[src/rtl/fxp_block_accumulator.sv]
// Block multiply-accumulate: sums up to BLOCK_LEN exact Q8.8 x Q8.8 products and emits one
// saturated Q16.16 result per block over a valid/ready handshake.
module fxp_block_accumulator #(
    parameter int unsigned FXP_WIDTH = 16,
    parameter int unsigned FXP_FRAC  = 8,
    parameter int unsigned ACC_WIDTH = 32,
    parameter int unsigned BLOCK_LEN = 4
) (
    input  logic                 clk,
    input  logic                 rst,
    input  logic                 in_valid,
    output logic                 in_ready,
    input  logic [FXP_WIDTH-1:0] in_sample,
    input  logic [FXP_WIDTH-1:0] in_coef,
    input  logic                 in_last,
    output logic                 out_valid,
    input  logic                 out_ready,
    output logic [ACC_WIDTH-1:0] out_sample,
    output logic                 out_sat,
    output logic [7:0]           out_count
);

    localparam int unsigned ProdW = 2 * FXP_WIDTH;
    // Headroom so a full block of worst-case products can never wrap.
    localparam int unsigned AccW  = ACC_WIDTH + $clog2(BLOCK_LEN) + 1;

    localparam logic [7:0] LastIdx = 8'(BLOCK_LEN - 1);

    localparam logic signed [AccW-1:0] SatMax =
        {{(AccW - ACC_WIDTH + 1){1'b0}}, {(ACC_WIDTH - 1){1'b1}}};
    localparam logic signed [AccW-1:0] SatMin =
        {{(AccW - ACC_WIDTH + 1){1'b1}}, {(ACC_WIDTH - 1){1'b0}}};

    localparam logic [ACC_WIDTH-1:0] OutMax = {1'b0, {(ACC_WIDTH - 1){1'b1}}};
    localparam logic [ACC_WIDTH-1:0] OutMin = {1'b1, {(ACC_WIDTH - 1){1'b0}}};

    if (ACC_WIDTH != 2 * FXP_WIDTH || FXP_FRAC >= FXP_WIDTH || BLOCK_LEN == 0
        || BLOCK_LEN > 256) begin : g_param_check
        $error("fxp_block_accumulator: illegal parameter combination");
    end

    typedef enum logic {StAccum, StEmit} state_e;

    state_e                 state_q, state_d;
    logic signed [AccW-1:0] acc_q, acc_d;
    logic [7:0]             cnt_q, cnt_d;
    logic [ACC_WIDTH-1:0]   sample_q, sample_d;
    logic                   sat_q, sat_d;
    logic [7:0]             count_q, count_d;

    logic signed [ProdW-1:0] prod;
    logic signed [AccW-1:0]  prod_ext;
    logic signed [AccW-1:0]  acc_sum;
    logic [ACC_WIDTH-1:0]    sum_sat;
    logic                    sum_clip;
    logic                    close_block;

    assign prod     = $signed(in_sample) * $signed(in_coef);
    assign prod_ext = {{(AccW - ProdW){prod[ProdW-1]}}, prod};
    assign acc_sum  = acc_q + prod_ext;

    always_comb begin
        sum_sat  = acc_sum[ACC_WIDTH-1:0];
        sum_clip = 1'b0;
        if (acc_sum > SatMax) begin
            sum_sat  = OutMax;
            sum_clip = 1'b1;
        end else if (acc_sum < SatMin) begin
            sum_sat  = OutMin;
            sum_clip = 1'b1;
        end
    end

    // in_last on the final counted beat still closes the block only once.
    assign close_block = in_last || (cnt_q == LastIdx);

    always_comb begin
        state_d  = state_q;
        acc_d    = acc_q;
        cnt_d    = cnt_q;
        sample_d = sample_q;
        sat_d    = sat_q;
        count_d  = count_q;
        case (state_q)
            StAccum: begin
                if (in_valid) begin
                    if (close_block) begin
                        sample_d = sum_sat;
                        sat_d    = sum_clip;
                        count_d  = cnt_q + 8'd1;
                        acc_d    = '0;
                        cnt_d    = '0;
                        state_d  = StEmit;
                    end else begin
                        acc_d = acc_sum;
                        cnt_d = cnt_q + 8'd1;
                    end
                end
            end
            StEmit: begin
                if (out_ready) begin
                    state_d = StAccum;
                end
            end
            default: state_d = StAccum;
        endcase
    end

    always_ff @(posedge clk) begin
        if (rst) begin
            state_q  <= StAccum;
            acc_q    <= '0;
            cnt_q    <= '0;
            sample_q <= '0;
            sat_q    <= 1'b0;
            count_q  <= '0;
        end else begin
            state_q  <= state_d;
            acc_q    <= acc_d;
            cnt_q    <= cnt_d;
            sample_q <= sample_d;
            sat_q    <= sat_d;
            count_q  <= count_d;
        end
    end

    // Handshake flags decode the registered state only; out_ready never reaches in_ready.
    assign in_ready   = (state_q == StAccum);
    assign out_valid  = (state_q == StEmit);
    assign out_sample = sample_q;
    assign out_sat    = sat_q;
    assign out_count  = count_q;

endmodule

[config.mk]
export PLATFORM = sky130hd
export DESIGN_NAME = fxp_block_accumulator
export DESIGN_NICKNAME = d
export VERILOG_FILES = /design/src/rtl/fxp_block_accumulator.sv
export SDC_FILE = /design/constraint.sdc
export NUM_CORES = 1
export LEC_CHECK = 0
export BUFFER_PORTS_ARGS = -buffer_cell sky130_fd_sc_hd__buf_2
export CAP_MARGIN = 20
export CORE_MARGIN = 5
export CORE_UTILIZATION = 50
export DETAILED_ROUTE_END_ITERATION = 8
export PLACE_DENSITY = 0.64
export RECOVER_POWER = 25
export SYNTH_ARGS = -nofsm -noshare
export SYNTH_HDL_FRONTEND = slang
export SYNTH_SLANG_ARGS = --single-unit
[constraint.sdc]
create_clock -name clk -period 21.2 [get_ports clk]
set_input_delay 4.24 -clock clk [delete_from_list [all_inputs] [get_ports clk]]
set_output_delay 4.24 -clock clk [all_outputs]
set_load 0.1 [all_outputs]
==> flow_metrics.env, run 1 <==
export IMPL_vias_per_cell=5.25
export IMPL_start_util_pct=50.4
export IMPL_die_h_um=183
export IMPL_placementRows=63
export IMPL_status="complete, but fails checks"
export IMPL_layout_area_seq_mm2=0.00170
export IMPL_final_min_clock_period_ns=11.30
export IMPL_post_cts_buffers=0
export IMPL_yosysWarnings=0
export IMPL_io_pins=80
export IMPL_drtIter0Drc=484
export IMPL_utilization_pct=53.6
export IMPL_clk_path_buf_depth=2
export IMPL_slew_headroom_pct=-150
export IMPL_multi_input_area_mm2=0.0116
export IMPL_io_buffers=79
export IMPL_cp_max_fo=27
export IMPL_synth_edff_count=0
export IMPL_grt_overflow=0
export IMPL_h_tree_depth=3
export IMPL_finClkSkew_ns=0.0117
export IMPL_clk_pin_slew_ns=0.07
export IMPL_dp_hpwl_um=28600
export IMPL_timing_hold_ws_ns=0.458
export IMPL_hold_viol=0
export IMPL_tightestPinTransition_ns=3.75
export IMPL_vias=10900
export IMPL_tns_ns=0
export IMPL_cts_tree="yes"
export IMPL_nets=2133
export IMPL_cp_required_ns=21.42
export IMPL_crit_type="in -> reg"
export IMPL_grt_pass1_vias=11852
export IMPL_postRouteAntennaNets=0
export IMPL_arrival_ns=11.52
export IMPL_fp_dieW_um=183
export IMPL_violations="capacitance limit, slew limit"
export IMPL_clock_fmax_mhz=88.5
export IMPL_drc_errors=0
export IMPL_rr_worst_depth=19
export IMPL_area_delta_synth_final_pct=6.34
export IMPL_drive_above_1_share_pct=5.69
export IMPL_cp_start_kind="input pin"
export IMPL_wl_per_cell_um=16.5
export IMPL_finalWirelength_um=34200
export IMPL_coreArea_mm2=0.0296
export IMPL_grtUsageTotal_pct=21.6
export IMPL_ctsResizeCount=0
export IMPL_clock_latency_ns=0.34
export IMPL_syn_nets=2107
export IMPL_antenna_found_initial=0
export IMPL_hold_buffers=0
export IMPL_hp_class="reg -> reg"
export IMPL_synth_yosys_seq_area_share_pct=11.4
export IMPL_ys_flop_type="dfxtp_1"
export IMPL_cp_end_kind="register"
export IMPL_maxCapViolations=1
export IMPL_die_area_mm2=0.0334
export IMPL_fin_crit_sh_pct=53.3
export IMPL_async_flop_share_pct=0
export IMPL_diodes=0
export IMPL_finalMaxSlewViolations=87
export IMPL_numCtsBuffers=9
export IMPL_syn_avg_cell_area_um2=9.01
export IMPL_synth_seq_cells=85
export IMPL_yosys_cell_types_count=58
export IMPL_finalSetupViolCount=0
export IMPL_rsz0062_at_grt="false"
export IMPL_clkSinkCount=85
export IMPL_firstDrtPassIters=5
export IMPL_postSynthCellCount=1655
export IMPL_hold_path_depth=2
export IMPL_grt_max_degree=87
export IMPL_syn_cell_area_mm2=0.0149
export IMPL_cts_root_buf="clkbuf_16"
export IMPL_place_gp_congestion=0.854
export IMPL_grt_pass1_wl_um=59300
export IMPL_nFillCells=2763
-- metrics by stage --
step | setup slack (ns) | std cells | instance area (µm²)
final | 9.90 | 2076 | 15900
after global routing | 9.44 | 2076 | 15900
after CTS | 9.93 | 2076 | 15900
after detailed placement | 9.58 | 2060 | 15600
after global placement | 9.75 | 2060 | 15600
after floorplan | 10.61 | 1655 | 14900
-- area by class of cell --
class                      instances  area share, %
multi-input combinational       1134           72.9
sequential                        85           10.7
inverter                         365           8.64
tap                              390           3.08
timing repair buffer              86           2.64
clock buffer                      12           1.68
clock inverter                     4          0.339
-- sequential cells by signal, indices dropped and copies added, names as in the netlist --
signal / flops
cnt_q: 8
out_sat: 1
out_valid: 1
acc_q: 35
out_count: 8
out_sample: 32
-- metal layers --
metal / wire, µm / track usage (%) / part of all wire [%] / vias to the layer above
met4: 411 / 3.27 / 1.2 / 0
met3: 1120 / 2.05 / 3.3 / 37
met5: 0 / 0 / 0 / -
met1: 14900 / 29.5 / 44 / 5534
met2: 17800 / 38.2 / 52 / 211
li1: - / - / - / 5118
-- logic make-up (layout without fill, tap and decap cells) --
logic type	count (synthesis)	after routing	share of synthesized area [%]
and+or+nand+nor	452	452	14.5
buffers and inverters	436	467	11.1
AOI/OAI and AO/OA	229	229	10.3
DFF	85	85	11.4
adders and majority gates	415	415	50.4
xor gates and xnor gates	38	38	2.28
-- critical path, stage by stage --
cell and delay [ns]:
buf_2 0.30, nand2_1 0.15, inv_1 0.14, fa_1 0.55
fa_1 0.89, fa_1 0.53, fa_1 0.50, fa_1 0.48
inv_1 0.05, fa_1 0.49, inv_1 0.04, ha_1 0.42
nand4_1 0.19, nor3_1 0.27, o21ai_0 0.20, o2111ai_1 0.26
o211ai_1 0.23, nor3_4 0.89, nor2_1 0.29, o31a_1 0.37
-- cell usage in the layout, fill, tap and decap left out, types with 8 or more instances in the layout --
cell type / instances
clkbuf_1: 21
o21a_1: 8
nor3_1: 11
nand2_1: 148
o21ai_0: 20
ha_1: 105
a21o_1: 13
xnor2_1: 23
inv_1: 365
nand2b_1: 10
a22oi_1: 30
o21ai_1: 31
fa_1: 310
a211oi_1: 35
nor2_1: 113
a21oi_1: 52
nand3_1: 17
buf_2: 59
xor2_1: 14
clkbuf_16: 9
and2_1: 126
dfxtp_1: 85
-- cells in the mapped netlist (all sizes together), types with 13 or more instances --
cell type / number / area [µm²]
xnor2: 24 / 218
nor2: 115 / 432
ha: 105 / 1310
xor2: 14 / 123
clkbuf: 64 / 240
inv: 365 / 1370
a211oi: 36 / 275
fa: 310 / 6210
a21o: 13 / 97.6
a22oi: 30 / 225
nand3: 18 / 95.1
dfxtp: 85 / 1700
and2: 126 / 788
o21ai: 51 / 255
a21oi: 54 / 285
nand2: 148 / 556
-- path summary, 6_finish.rpt --
| kind | from | to | slack, ns |
|---|---|---|---|
| hold reg to reg | out_count[1] | out_count[1] | 0.46 |
| hold / removal | out_count[1] | out_count[1] | 0.46 |
| setup reg to reg | acc_q[15] | out_sat | 14.93 |
| setup / recovery | in_coef[1] | out_sat | 9.90 |
Power of run 1 is left out: the tool's default activity adds up to more than one toggle a clock period on the data nets, which glitch-free logic cannot reach.
==> inputs of run 2 (changes only) <==
==> constraint.sdc (replaced) <==
create_clock -name clk -period 10.9 [get_ports clk]
set_input_delay 2.18 -clock clk [delete_from_list [all_inputs] [get_ports clk]]
set_output_delay 2.18 -clock clk [all_outputs]
set_load 0.1 [all_outputs]
==> flow_metrics.env, run 2 (synthesized netlist as in run 1, its figures left out) <==
export IMPL_area_delta_synth_final_pct=6.06
export IMPL_wl_per_cell_um=16.6
export IMPL_post_cts_buffers=0
export IMPL_maxCapViolations=1
export IMPL_io_pins=80
export IMPL_crit_buf_inv=4
export IMPL_mostFrequentLayoutCells="inv_1 (365), fa_1 (310), nand2_1 (148), and2_1 (126), nor2_1 (113)"
export IMPL_postRouteAntennaNets=0
export IMPL_cp_max_fo=26
export IMPL_hold_viol=0
export IMPL_h_tree_depth=3
export IMPL_cp_required_ns=10.92
export IMPL_nets=2134
export IMPL_pre_cts_ws_ns=1.54
export IMPL_place_gp_congestion=0.870
export IMPL_tns_ns=0
export IMPL_coreArea_mm2=0.0296
export IMPL_crit_type="in -> reg"
export IMPL_clock_latency_ns=0.33
export IMPL_cp_start_kind="input pin"
export IMPL_drtIter0Drc=524
export IMPL_clk_pin_slew_ns=0.06
export IMPL_slew_headroom_pct=-151
export IMPL_grt_overflow=0
export IMPL_clk_path_buf_depth=2
export IMPL_clock_fmax_mhz=109
export IMPL_grtUsageTotal_pct=21.5
export IMPL_grt_max_degree=87
export IMPL_cp_cell_sequence="buf_2 > nand2_1 > inv_1 > fa_1 > fa_1 > fa_1 > fa_1 > fa_1 > inv_1 > fa_1 > inv_1 > ha_1 > nand4_1 > nor3_1 > o21ai_0 > o21a_1 > o211ai_1 > nand3_2 > a21oi_4 > a211oi_1"
export IMPL_grt_pass1_vias=11546
export IMPL_cp_top_family="adder cells"
export IMPL_cts_root_buf="clkbuf_16"
export IMPL_violations="capacitance limit, slew limit"
export IMPL_fin_crit_sh_pct=84.3
export IMPL_clkSinkCount=85
export IMPL_numCtsBuffers=9
export IMPL_die_h_um=183
export IMPL_die_area_mm2=0.0334
export IMPL_reg2reg_slack_ns=4.60
export IMPL_cp_slowest_stage_delay_ns=0.90
export IMPL_rsz0062_at_grt="false"
export IMPL_finClkSkew_ns=0.00931
export IMPL_drc_errors=0
export IMPL_regMostFlops="acc_q"
export IMPL_firstDrtPassIters=5
export IMPL_finalMaxSlewViolations=87
export IMPL_hold_buffers=0
export IMPL_final_common_cell="inv_1"
export IMPL_status="complete, but fails checks"
export IMPL_cts_tree="yes"
export IMPL_vias_per_cell=5.24
export IMPL_placementRows=63
export IMPL_vias=10889
export IMPL_arrival_ns=9.21
export IMPL_grt_pass1_wl_um=58800
export IMPL_dp_hpwl_um=28900
export IMPL_crit_top_cell="fa_1"
export IMPL_final_min_clock_period_ns=9.19
export IMPL_io_buffers=79
export IMPL_ctsResizeCount=0
export IMPL_fp_dieW_um=183
export IMPL_finalWirelength_um=34500
export IMPL_start_util_pct=50.4
export IMPL_utilization_pct=53.5
export IMPL_antenna_found_initial=0
export IMPL_tightestPinTransition_ns=3.76
export IMPL_finalSetupViolCount=0
export IMPL_setup_ws_ns=1.71
export IMPL_hp_class="reg -> reg"
export IMPL_cp_end_kind="register"
export IMPL_drive_above_1_share_pct=5.57
export IMPL_cp_slowest_cell="fa_1"
export IMPL_diodes=0
export IMPL_largest_reg_flops=35
==> run 2: layout make-up <==
| class | instances | area (µm²) |
|---|---|---|
| inverter | 365 | 1370 |
| multi-input combinational | 1134 | 11600 |
| fill | 2805 | 13700 |
| clock inverter | 7 | 48.8 |
| sequential | 85 | 1700 |
| clock buffer | 9 | 225 |
| tap | 390 | 488 |
| timing repair buffer | 87 | 423 |
==> run 2: worst paths after layout <==
check                from              to  cells past startpoint
max            in_coef[1]  out_sample[20]                     20
min          out_count[1]    out_count[1]                      2
max reg2reg     acc_q[15]  out_sample[20]                     19
min reg2reg  out_count[1]    out_count[1]                      2
==> run 2: worst reg2reg max path, delay by kind of cell (launching register included) <==
kind	cells	cell delay, ns
compound gates	5	1.69
buf+inv	4	0.22
simple gates	4	0.81
fa+ha+maj	6	2.94
flops	1	0.34
==> run 2: metrics by stage <==
stage	std cells	area, µm²	hold slack [ns]
after detailed placement	2061	15600	0.446
final	2077	15800	0.453
after CTS	2077	15800	0.456
after floorplan	1655	14900	0.436
after global routing	2077	15800	0.488
after global placement	2061	15600	0.440
==> run 2: metal layers <==
metal | vias up | share of wire, % | global-route usage (%)
met2 | 170 | 51 | 37.4
met5 | - | 0 | 0
met1 | 5557 | 45 | 29.8
met3 | 46 | 2.6 | 1.75
met4 | 0 | 1.8 | 4.26
li1 | 5116 | - | -
Power of run 2 is left out for the same reason.
